===== src/rtl/pll_fb_resync_sequencer.sv =====
// pll_fb_resync_sequencer
//   Brings a CCC PLL out of powerdown and hands its divided outputs to the fabric.
//   Sequence: PD (dividers off, PLL held down) -> PWRUP (PLL released, settle)
//   -> LOCKW (wait for lock, bounded by a timeout with retries) -> EN (outputs
//   enabled one at a time, STAGGER cycles apart) -> RUN. Lock loss re-runs the
//   sequence. Too many lock timeouts park the block in FAILED until RESTART.
//   All flops update on the falling edge of FREF.
// Ports:
//   FREF         reference clock (falling-edge active)
//   RESET_N      asynchronous active-low reset
//   PLL_LOCK     PLL lock, asynchronous, synchronised internally
//   RESTART      single-cycle request to re-run the sequence
//   POWERDOWN_N  PLL powerdown, active-low
//   OUTx_EN      per-output divider enables
//   BUSY         sequence in progress
//   DONE         sequence complete, outputs running
//   FAIL         lock retries exhausted (sticky until RESTART/reset)
//   RETRY_CNT    lock timeouts seen in the current sequence
module pll_fb_resync_sequencer #(
   parameter int unsigned NUM_OUTPUTS  = 4,
   parameter int unsigned CNT_W        = 16,
   parameter int unsigned DIS_WAIT     = 200,
   parameter int unsigned PD_WAIT      = 200,
   parameter int unsigned LOCK_TIMEOUT = 4096,
   parameter int unsigned STAGGER      = 8,
   parameter int unsigned MAX_RETRIES  = 3
) (
   input  logic                   FREF,
   input  logic                   RESET_N,
   input  logic                   PLL_LOCK,
   input  logic                   RESTART,
   output logic                   POWERDOWN_N,
   output logic [NUM_OUTPUTS-1:0] OUTx_EN,
   output logic                   BUSY,
   output logic                   DONE,
   output logic                   FAIL,
   output logic [1:0]             RETRY_CNT
);

   localparam int unsigned IDX_W = (NUM_OUTPUTS > 1) ? $clog2(NUM_OUTPUTS) : 1;

   localparam logic [CNT_W-1:0]       DIS_LAST  = CNT_W'(DIS_WAIT - 1);
   localparam logic [CNT_W-1:0]       PD_LAST   = CNT_W'(PD_WAIT - 1);
   localparam logic [CNT_W-1:0]       TO_LAST   = CNT_W'(LOCK_TIMEOUT - 1);
   localparam logic [CNT_W-1:0]       STG_LAST  = CNT_W'(STAGGER - 1);
   localparam logic [IDX_W-1:0]       IDX_LAST  = IDX_W'(NUM_OUTPUTS - 1);
   localparam logic [NUM_OUTPUTS-1:0] EN_FIRST  = NUM_OUTPUTS'(1);
   localparam logic [1:0]             RETRY_MAX = 2'(MAX_RETRIES);

   typedef enum logic [2:0] {StPd, StPwrup, StLockw, StEn, StRun, StFailed} state_e;

   state_e           state;
   logic [CNT_W-1:0] cnt;
   logic [CNT_W-1:0] cnt_inc;
   logic [IDX_W-1:0] idx;
   logic [IDX_W-1:0] idx_nxt;
   logic             lock_meta;
   logic             lock_s;
   logic             to_pd;

   assign cnt_inc = (cnt == '1) ? cnt : cnt + 1'b1;
   assign idx_nxt = idx + 1'b1;

   // Every path back into PD funnels through one flag so the PD entry
   // actions (outputs cleared, counter cleared) are written once.
   always_comb begin
      to_pd = RESTART;
      case (state)
         StPd, StPwrup, StFailed: ;
         StLockw: if (!lock_s && cnt == TO_LAST && RETRY_CNT < RETRY_MAX) to_pd = 1'b1;
         StEn, StRun: if (!lock_s) to_pd = 1'b1;
         default: to_pd = 1'b1;
      endcase
   end

   always_ff @(negedge FREF or negedge RESET_N) begin
      if (!RESET_N) begin
         state       <= StPd;
         cnt         <= '0;
         idx         <= '0;
         lock_meta   <= 1'b0;
         lock_s      <= 1'b0;
         POWERDOWN_N <= 1'b0;
         OUTx_EN     <= '0;
         BUSY        <= 1'b1;
         DONE        <= 1'b0;
         FAIL        <= 1'b0;
         RETRY_CNT   <= 2'd0;
      end else begin
         lock_meta <= PLL_LOCK;
         lock_s    <= lock_meta;
         cnt       <= cnt_inc;
         if (to_pd) begin
            state       <= StPd;
            cnt         <= '0;
            POWERDOWN_N <= 1'b0;
            OUTx_EN     <= '0;
            BUSY        <= 1'b1;
            DONE        <= 1'b0;
            FAIL        <= 1'b0;
            // Lock loss in RUN starts a fresh sequence; a glitch during EN does not.
            if (RESTART || state == StRun) RETRY_CNT <= 2'd0;
            else if (state == StLockw)     RETRY_CNT <= RETRY_CNT + 2'd1;
         end else begin
            case (state)
               StPd: begin
                  if (cnt == DIS_LAST) begin
                     state       <= StPwrup;
                     cnt         <= '0;
                     POWERDOWN_N <= 1'b1;
                  end
               end
               StPwrup: begin
                  if (cnt == PD_LAST) begin
                     state <= StLockw;
                     cnt   <= '0;
                  end
               end
               StLockw: begin
                  // Lock wins over a timeout on the same cycle.
                  if (lock_s) begin
                     state   <= StEn;
                     cnt     <= '0;
                     idx     <= '0;
                     OUTx_EN <= EN_FIRST;
                  end else if (cnt == TO_LAST) begin
                     state       <= StFailed;
                     cnt         <= '0;
                     FAIL        <= 1'b1;
                     BUSY        <= 1'b0;
                     POWERDOWN_N <= 1'b0;
                     OUTx_EN     <= '0;
                  end
               end
               StEn: begin
                  if (cnt == STG_LAST) begin
                     cnt <= '0;
                     if (idx == IDX_LAST) begin
                        state <= StRun;
                        DONE  <= 1'b1;
                        BUSY  <= 1'b0;
                     end else begin
                        idx     <= idx_nxt;
                        OUTx_EN <= OUTx_EN | (EN_FIRST << idx_nxt);
                     end
                  end
               end
               default: ;
            endcase
         end
      end
   end

endmodule


===== config.mk =====
export PLATFORM = sky130hd
export DESIGN_NAME = pll_fb_resync_sequencer
export DESIGN_NICKNAME = d
export VERILOG_FILES = /design/src/rtl/pll_fb_resync_sequencer.sv
export SDC_FILE = /design/constraint.sdc
export NUM_CORES = 1
export LEC_CHECK = 0
export ABC_AREA = 0
export ABC_CLOCK_PERIOD_IN_PS = 4300
export CAP_MARGIN = 20
export CORE_UTILIZATION = 55
export CTS_CLUSTER_SIZE = 10
export DETAILED_ROUTE_END_ITERATION = 12
export PLACE_DENSITY = 0.8
export REMOVE_ABC_BUFFERS = 1
export SYNTH_ARGS = -nofsm -noshare
export SYNTH_HDL_FRONTEND = slang
export SYNTH_SLANG_ARGS = --single-unit

===== constraint.sdc =====
create_clock -name FREF -period 4.3 [get_ports FREF]
set_input_delay 0.86 -clock FREF [delete_from_list [all_inputs] [get_ports FREF]]
set_output_delay 0.86 -clock FREF [all_outputs]
set_load 0.1 [all_outputs]

[Word-level counts from Yosys, hierarchy flattened]
Index checks and enable logic that the tools add are counted.
Operators by class
  reduce and logical (&&, ||, !) cells: 26
  magnitude comparators: 1
  equal/unequal tests: 22
  multiplexer cells: 47
  bitwise gates (word level): 2
  shifts and indexed selects: 1
  add/sub/neg operators: 3
Operator list (count)
  16-bit two-way mux: 6
  16-bit one-hot mux with 3 select lines: 1
  3-bit two-way mux: 7
  4-bit two-way mux: 5
  3-bit != test, second input constant: 6
  1-bit two-way mux: 17
  16-bit by 1-bit adder with 16-bit output, second input constant: 1
  16-bit by 12-bit == test with 1-bit output, second input constant: 1
  16-bit == test, second input constant: 1
  16-bit by 3-bit == test with 1-bit output, second input constant: 1
  16-bit by 8-bit == test with 1-bit output, second input constant: 1
  2-bit nonzero test: 7
  3-bit one-hot mux with 4 select lines: 1
  2-bit two-way mux: 5
  5-bit AND reduction: 2
  4-bit one-hot mux with 2 select lines: 1
  4-bit AND reduction: 2
  3-bit by 2-bit == test with 1-bit output, second input constant: 2
  3-bit == test, second input constant: 2
  2-bit != test, second input constant: 3
  3-bit AND reduction: 2
  6-bit AND reduction: 1
  3-bit nonzero test: 2
  5-bit nonzero test: 1
  other kinds (20): 24
Word-level totals
  bits of input ports: 4
  register bits after elaboration: 33
  output and inout bits: 10
  word-level logic and storage cells: 113

[Logic depth before layout (Yosys ltp)]
Gate-level depths: netlist of run 1.
  depth in word-level cells: 7
  gate-level depth with buffers: 7
  mapped depth without buffers: 6

==> reports/results.tsv, run 1 <==
metric	value	unit
status	completed	
Die Height	61.3	um
Crit Path Max Fanout	13	
Leakage	0.951	nW
Die Area	0.00376	mm2
worst vdd ir	0.000183	V
slowest stage delay, CP	490	ps
mapped cell area	0.00193	mm2
pin count of the biggest net entering global routing	34	
sequential-to-total area share from yosys stat	42.8	%
Post-DRT Antenna Nets	0	
initial antenna violation count	0	
CP Cell Sequence	clkdlybuf4s50_1 > a21oi_1 > o21ai_0 > a21oi_1 > o21ai_2 > buf_4 > nor2_1	
critical path capture point type	flip-flop	
first-pass GRT wire length	7310	um
cells after synthesis	202	
DR WL/cell	16.5	um
Final Net Count	230	
max-cap violations	0	
Resized cells post-CTS	0	
# diodes	0	
clk buf depth	2	
core area	0.00336	mm2
cell mode on critical path	a21oi_1	
row count	21	
Residual DRC	0	
CTS Hold Bufs	0	
worst hold-check path type	reg2reg	
Root Driver	clkbuf_4	
FF+latch count, synth	33	
Worst Path Required	2330	ps
synthesized area per cell	9.57	um2
TritonCTS clock tree	yes	
Initial Utilization	57.5	%
post-route setup slack	149	ps
grt peak-use layer	met2	
gr usage total	27.0	%
RSZ-0062 raised after global routing	false	
Slowest cell on crit path	clkdlybuf4s50_1	
PortBufs	13	
post-place setup slack	-173	ps
Area Growth Syn to Fin	16.7	%
post-synthesis async set-or-reset flop share	100	%
Min-Delay Startpoint	lock_meta	
commonest cells after routing, fill and taps aside	dfrtn_1 (32), nor2_1 (28), a21oi_1 (15), buf_12 (11)	
vias	1668	
EDFF count, synth	0	
critical path type	in2reg	
final RePlAce weighted congestion	0.861	
crit path from	RESTART	
Detail Placement HPWL	3220	um
Slew @ Worst Pin	651	ps
IO Pins	14	
GRT met3 Usage	6.30	%
Pwr Density	231	mW/mm2
Worst Hold Path EP	lock_s	
Worst Skew	72.5	ps
main flop type after synthesis	dfrtn_1	
M1 GR Usage	34.0	%
Clock transition at path regs	70	ps
Sink Count	33	
Worst slew margin	56.2	%
Filler Cell Count	289	
chip width	61.3	um
Yosys cell types	46	
crit start category	input pin	
FF-to-FF Start	cnt[0]	
reg2reg end	cnt[13]	
total grt overflow	0	
Final Hold Viols	0	
htree depth	2	
Synth Warn #	0	
final WL	4400	um
most common cell after layout, fill and taps aside	dfrtn_1	
clock buffer count from CTS	5	
max-slew violation count	0	
Cells on Worst Hold Path	0	
First DRT Iteration DRCs	169	
worst skew pair latency	390	ps
# Post-CTS Setup Buffers	0	
Reg2Reg Setup Slack	1670	ps
vias in the first global route	1577	
Worst EP arrival	2180	ps
Final setup violation count	0	
Detailed Routing Iterations Pass 1	6	
share of cells above drive strength 1	16.4	%
FF-to-FF path depth	7	
setup tns final	0	ps
met2 usage	43.3	%
Via density	6.27	
[cell usage after synthesis (2+ instances only)]
cell        n  share of area [%]
nor2b_1     3               0.97
clkbuf_1    2               0.39
mux2i_1     2                1.0
or4_4       2                1.2
a211oi_1    3                1.2
a41oi_1     2               0.91
and4_1      4                1.8
a21oi_1    15                3.9
a31oi_1     3               0.97
dfrtn_1    32                 41
o31ai_1     3                1.2
nor2_1     28                5.4
nand4_1    10                3.2
o2111ai_1   2               0.91
nor3_1      9                2.3
xor2_1      8                3.6
buf_6       3                1.7
nand2_1    10                1.9
inv_1       9                1.7
o21ai_0     8                2.1
nor4_1      6                1.9
buf_4       2               0.78
and3_1      3               0.97
ha_1        7                4.5
nand3_1     5                1.3
[power by group]
group | internal [W] | leakage (nW) | switching, W
Sequential | 0.000315 | 0.451 | 0.00000387
Clock | 0.0000622 | 0.0325 | 0.000114
Combinational | 0.0000110 | 0.468 | 0.0000160
Total | 0.000389 | 0.951 | 0.000134
[layout make-up]
| type | count | area [um2] | share of cell area, % |
|---|---|---|---|
| tap | 46 | 57.6 | 2.55 |
| clock buffer | 5 | 37.5 | 1.66 |
| timing repair buffer | 18 | 280 | 12.4 |
| multi-input combinational | 152 | 1000 | 44.4 |
| clock inverter | 4 | 21.3 | 0.943 |
| sequential | 33 | 827 | 36.7 |
| inverter | 8 | 30.0 | 1.33 |
[worst max path at each step]
stage	slack (ps)	to	cells after the start
after detailed placement	-170	cnt[8]	7
after CTS	160	BUSY	1
after global placement	-130	cnt[10]	7
final	150	cnt[13]	7
after floorplan	280	RETRY_CNT[0]	0
after global routing	100	cnt[13]	7
[sequential cells by signal, indices dropped and copies added (netlist names)]
| register | count |
|---|---|
| state | 3 |
| POWERDOWN_N | 1 |
| BUSY | 1 |
| OUTx_EN | 4 |
| DONE | 1 |
| idx | 2 |
| FAIL | 1 |
| cnt | 16 |
| RETRY_CNT | 2 |
| lock_s | 1 |
| lock_meta | 1 |
[per-stage QoR]
stage / area [um2] / power [W] / hold WS, ps / utilization (%) / instances
after detailed placement: 2200 / 0.000355 / 297 / 65.4 / 258
after global routing: 2260 / 0.000551 / 313 / 67.1 / 266
after floorplan: 1860 / 0.000337 / 292 / - / 194
after CTS: 2260 / 0.000526 / 298 / 67.1 / 266
after global placement: 2200 / 0.000353 / 292 / 65.4 / 258
final: 2260 / 0.000522 / 300 / 67.1 / 266
[worst max-delay path, delay by kind of cell]
kind	cells	cell delay (ps)
buffers and inverters	2	720
AOI/OAI and AO/OA	4	540
and+or+nand+nor	1	50
[layer usage]
metal / vias up / part of all wire, %
met4: 0 / 2.8
met2: 70 / 50
met5: - / 0
met1: 808 / 42
li1: 773 / -
met3: 17 / 4.8
[cells by family (layout without fill, tap and decap cells)]
family	Yosys count	in the layout	share of synthesized area, %
adders and majority gates	7	7	4.53
xor gates and xnor gates	9	9	4.08
AOI/OAI and AO/OA	42	42	14.0
DFF	33	33	42.8
buffers and inverters	17	35	5.37
and+or+nand+nor	92	92	28.2
muxes	2	2	1.04
No activity file was read; power rests on OpenSTA's default activity.
==> inputs of run 2 (changes only) <==
--- a/config.mk
+++ b/config.mk
@@ -8,7 +8,9 @@
 export ABC_AREA = 0
 export ABC_CLOCK_PERIOD_IN_PS = 4300
 export CAP_MARGIN = 20
+export CORE_MARGIN = 4
 export CORE_UTILIZATION = 55
+export CTS_BUF_LIST = sky130_fd_sc_hd__clkbuf_8
 export CTS_CLUSTER_SIZE = 10
 export DETAILED_ROUTE_END_ITERATION = 12
 export PLACE_DENSITY = 0.8
==> reports/results.tsv, run 2 (same netlist as run 1, synthesis figures left out) <==
metric	value	unit	change
Clock transition at path regs	50	ps	-20 ps
status	completed		
final WL	4360	um	-0.89%
PortBufs	13		unchanged
Detail Placement HPWL	3260	um	+1.4%
worst hold-check path type	reg2reg		
biggest regs	cnt x16, OUTx_EN x4, state x3		
CP Capture Point	RETRY_CNT[1]		
Area Growth Syn to Fin	18.7	%	
CP top delay family	buffers and inverters		
Final Hold Viols	0		unchanged
TritonCTS clock tree	yes		
critical path type	in2reg		
chip width	67.3	um	+9.8%
CTS Hold Bufs	0		unchanged
commonest cells after routing, fill and taps aside	dfrtn_1 (32), nor2_1 (28), a21oi_1 (14), buf_12 (11)		
Worst EP arrival	2150	ps	-30 ps
max-cap violations	0		unchanged
total grt overflow	0		unchanged
# diodes	0		unchanged
most common cell after layout, fill and taps aside	dfrtn_1		
placed cell areas	0.00220	mm2	unchanged
Resized cells post-CTS	0		unchanged
gr usage total	22.6	%	-4.5 points
post-route setup slack	154	ps	+5.46 ps
# Post-CTS Setup Buffers	0		unchanged
slowest stage delay, CP	480	ps	about the same
Die Area	0.00453	mm2	+21%
most flop-heavy register	cnt		
Worst slew margin	59.1	%	+2.9 points
crit start category	input pin		
Post-DRT Antenna Nets	0		unchanged
Die Height	67.3	um	+9.8%
Slowest cell on crit path	clkdlybuf4s50_1		
Residual DRC	0		unchanged
critical path capture point type	flip-flop		
Buf/Inv on CP	2		unchanged
DR WL/cell	16.4	um	-0.89%
Sink Count	33		unchanged
reg2reg end	cnt[13]		
post-place setup slack	-232	ps	-59.0 ps
Worst Skew	52.3	ps	-20.1 ps
share of cells above drive strength 1	16.4	%	unchanged
max FFs per register	16		unchanged
row count	21		unchanged
final instance area	0.00229	mm2	+1.7%
final RePlAce weighted congestion	0.891		+3.5%
worst skew pair latency	340	ps	-50 ps
Pwr Density	250	mW/mm2	+8.0%
max-slew violation count	0		unchanged
crit path from	RESTART		
Reg2Reg Setup Slack	1780	ps	+110 ps
first-pass GRT wire length	7650	um	+4.7%
vias	1637		-1.9%
core area	0.00336	mm2	unchanged
clock buffer count from CTS	5		unchanged
clk buf depth	2		unchanged
WHS	312	ps	+11.9 ps
vias in the first global route	1649		+4.6%
Initial Utilization	57.5	%	unchanged
Crit Path Max Fanout	3		-10
initial antenna violation count	0		unchanged
pin count of the biggest net entering global routing	34		unchanged
FF-to-FF Start	cnt[0]		
Final Net Count	230		unchanged
Crit path depth	7		unchanged
IO Pins	14		unchanged
FF-to-FF path depth	7		unchanged
First DRT Iteration DRCs	152		-10%
Via density	6.15		-1.9%
Root Driver	clkbuf_8		
worst vdd ir	0.000199	V	+9.2%
Worst Path Required	2300	ps	-30 ps
Detailed Routing Iterations Pass 1	4		-2
htree depth	2		unchanged
Slew @ Worst Pin	609	ps	-42.8 ps
CP Cell Sequence	clkdlybuf4s50_1 > a21oi_1 > o21ai_1 > a21oi_2 > buf_4 > o21ai_0 > a21bo_2		
Final setup violation count	0		unchanged
RSZ-0062 raised after global routing	false		
Leakage	0.970	nW	+2.0%
## run 2: power by group
part	leakage, nW	switching [W]	internal (W)
clock network	0.0506	0.000116	0.000110
logic	0.469	0.0000163	0.0000114
registers	0.451	0.00000371	0.000316
## run 2: routing by layer
metal	share of wire (%)	wire, um	global-route usage [%]
met3	6.0	261	5.99
met4	3.0	130	11.9
met5	0	0	0
met1	42	1820	27.1
met2	49	2150	36.9
## run 2: metrics by stage
stage	utilization [%]	setup TNS, ps	total power, W	instances
2_1_floorplan	-	0	0.000337	194
3_3_place_gp	65.4	-791	0.000353	258
3_5_place_dp	65.4	-2330	0.000355	258
4_1_cts	67.9	0	0.000578	266
5_1_grt	68.2	0	0.000597	266
6_report	68.2	0	0.000573	266
## run 2: area by class of cell
type | count | area (um2)
fill | 273 | 1070
inverter | 8 | 30.0
clock buffer | 5 | 68.8
clock inverter | 4 | 17.5
sequential | 33 | 827
tap | 46 | 57.6
timing repair buffer | 18 | 280
multi-input combinational | 152 | 1010
## run 2: worst min path at each step
| stage | startpoint | endpoint | cells past startpoint |
|---|---|---|---|
| after detailed placement | lock_meta | lock_s | 0 |
| after CTS | lock_meta | lock_s | 0 |
| final | lock_meta | lock_s | 0 |
| after global placement | lock_meta | lock_s | 0 |
| after global routing | lock_meta | lock_s | 0 |
| after floorplan | lock_meta | lock_s | 0 |
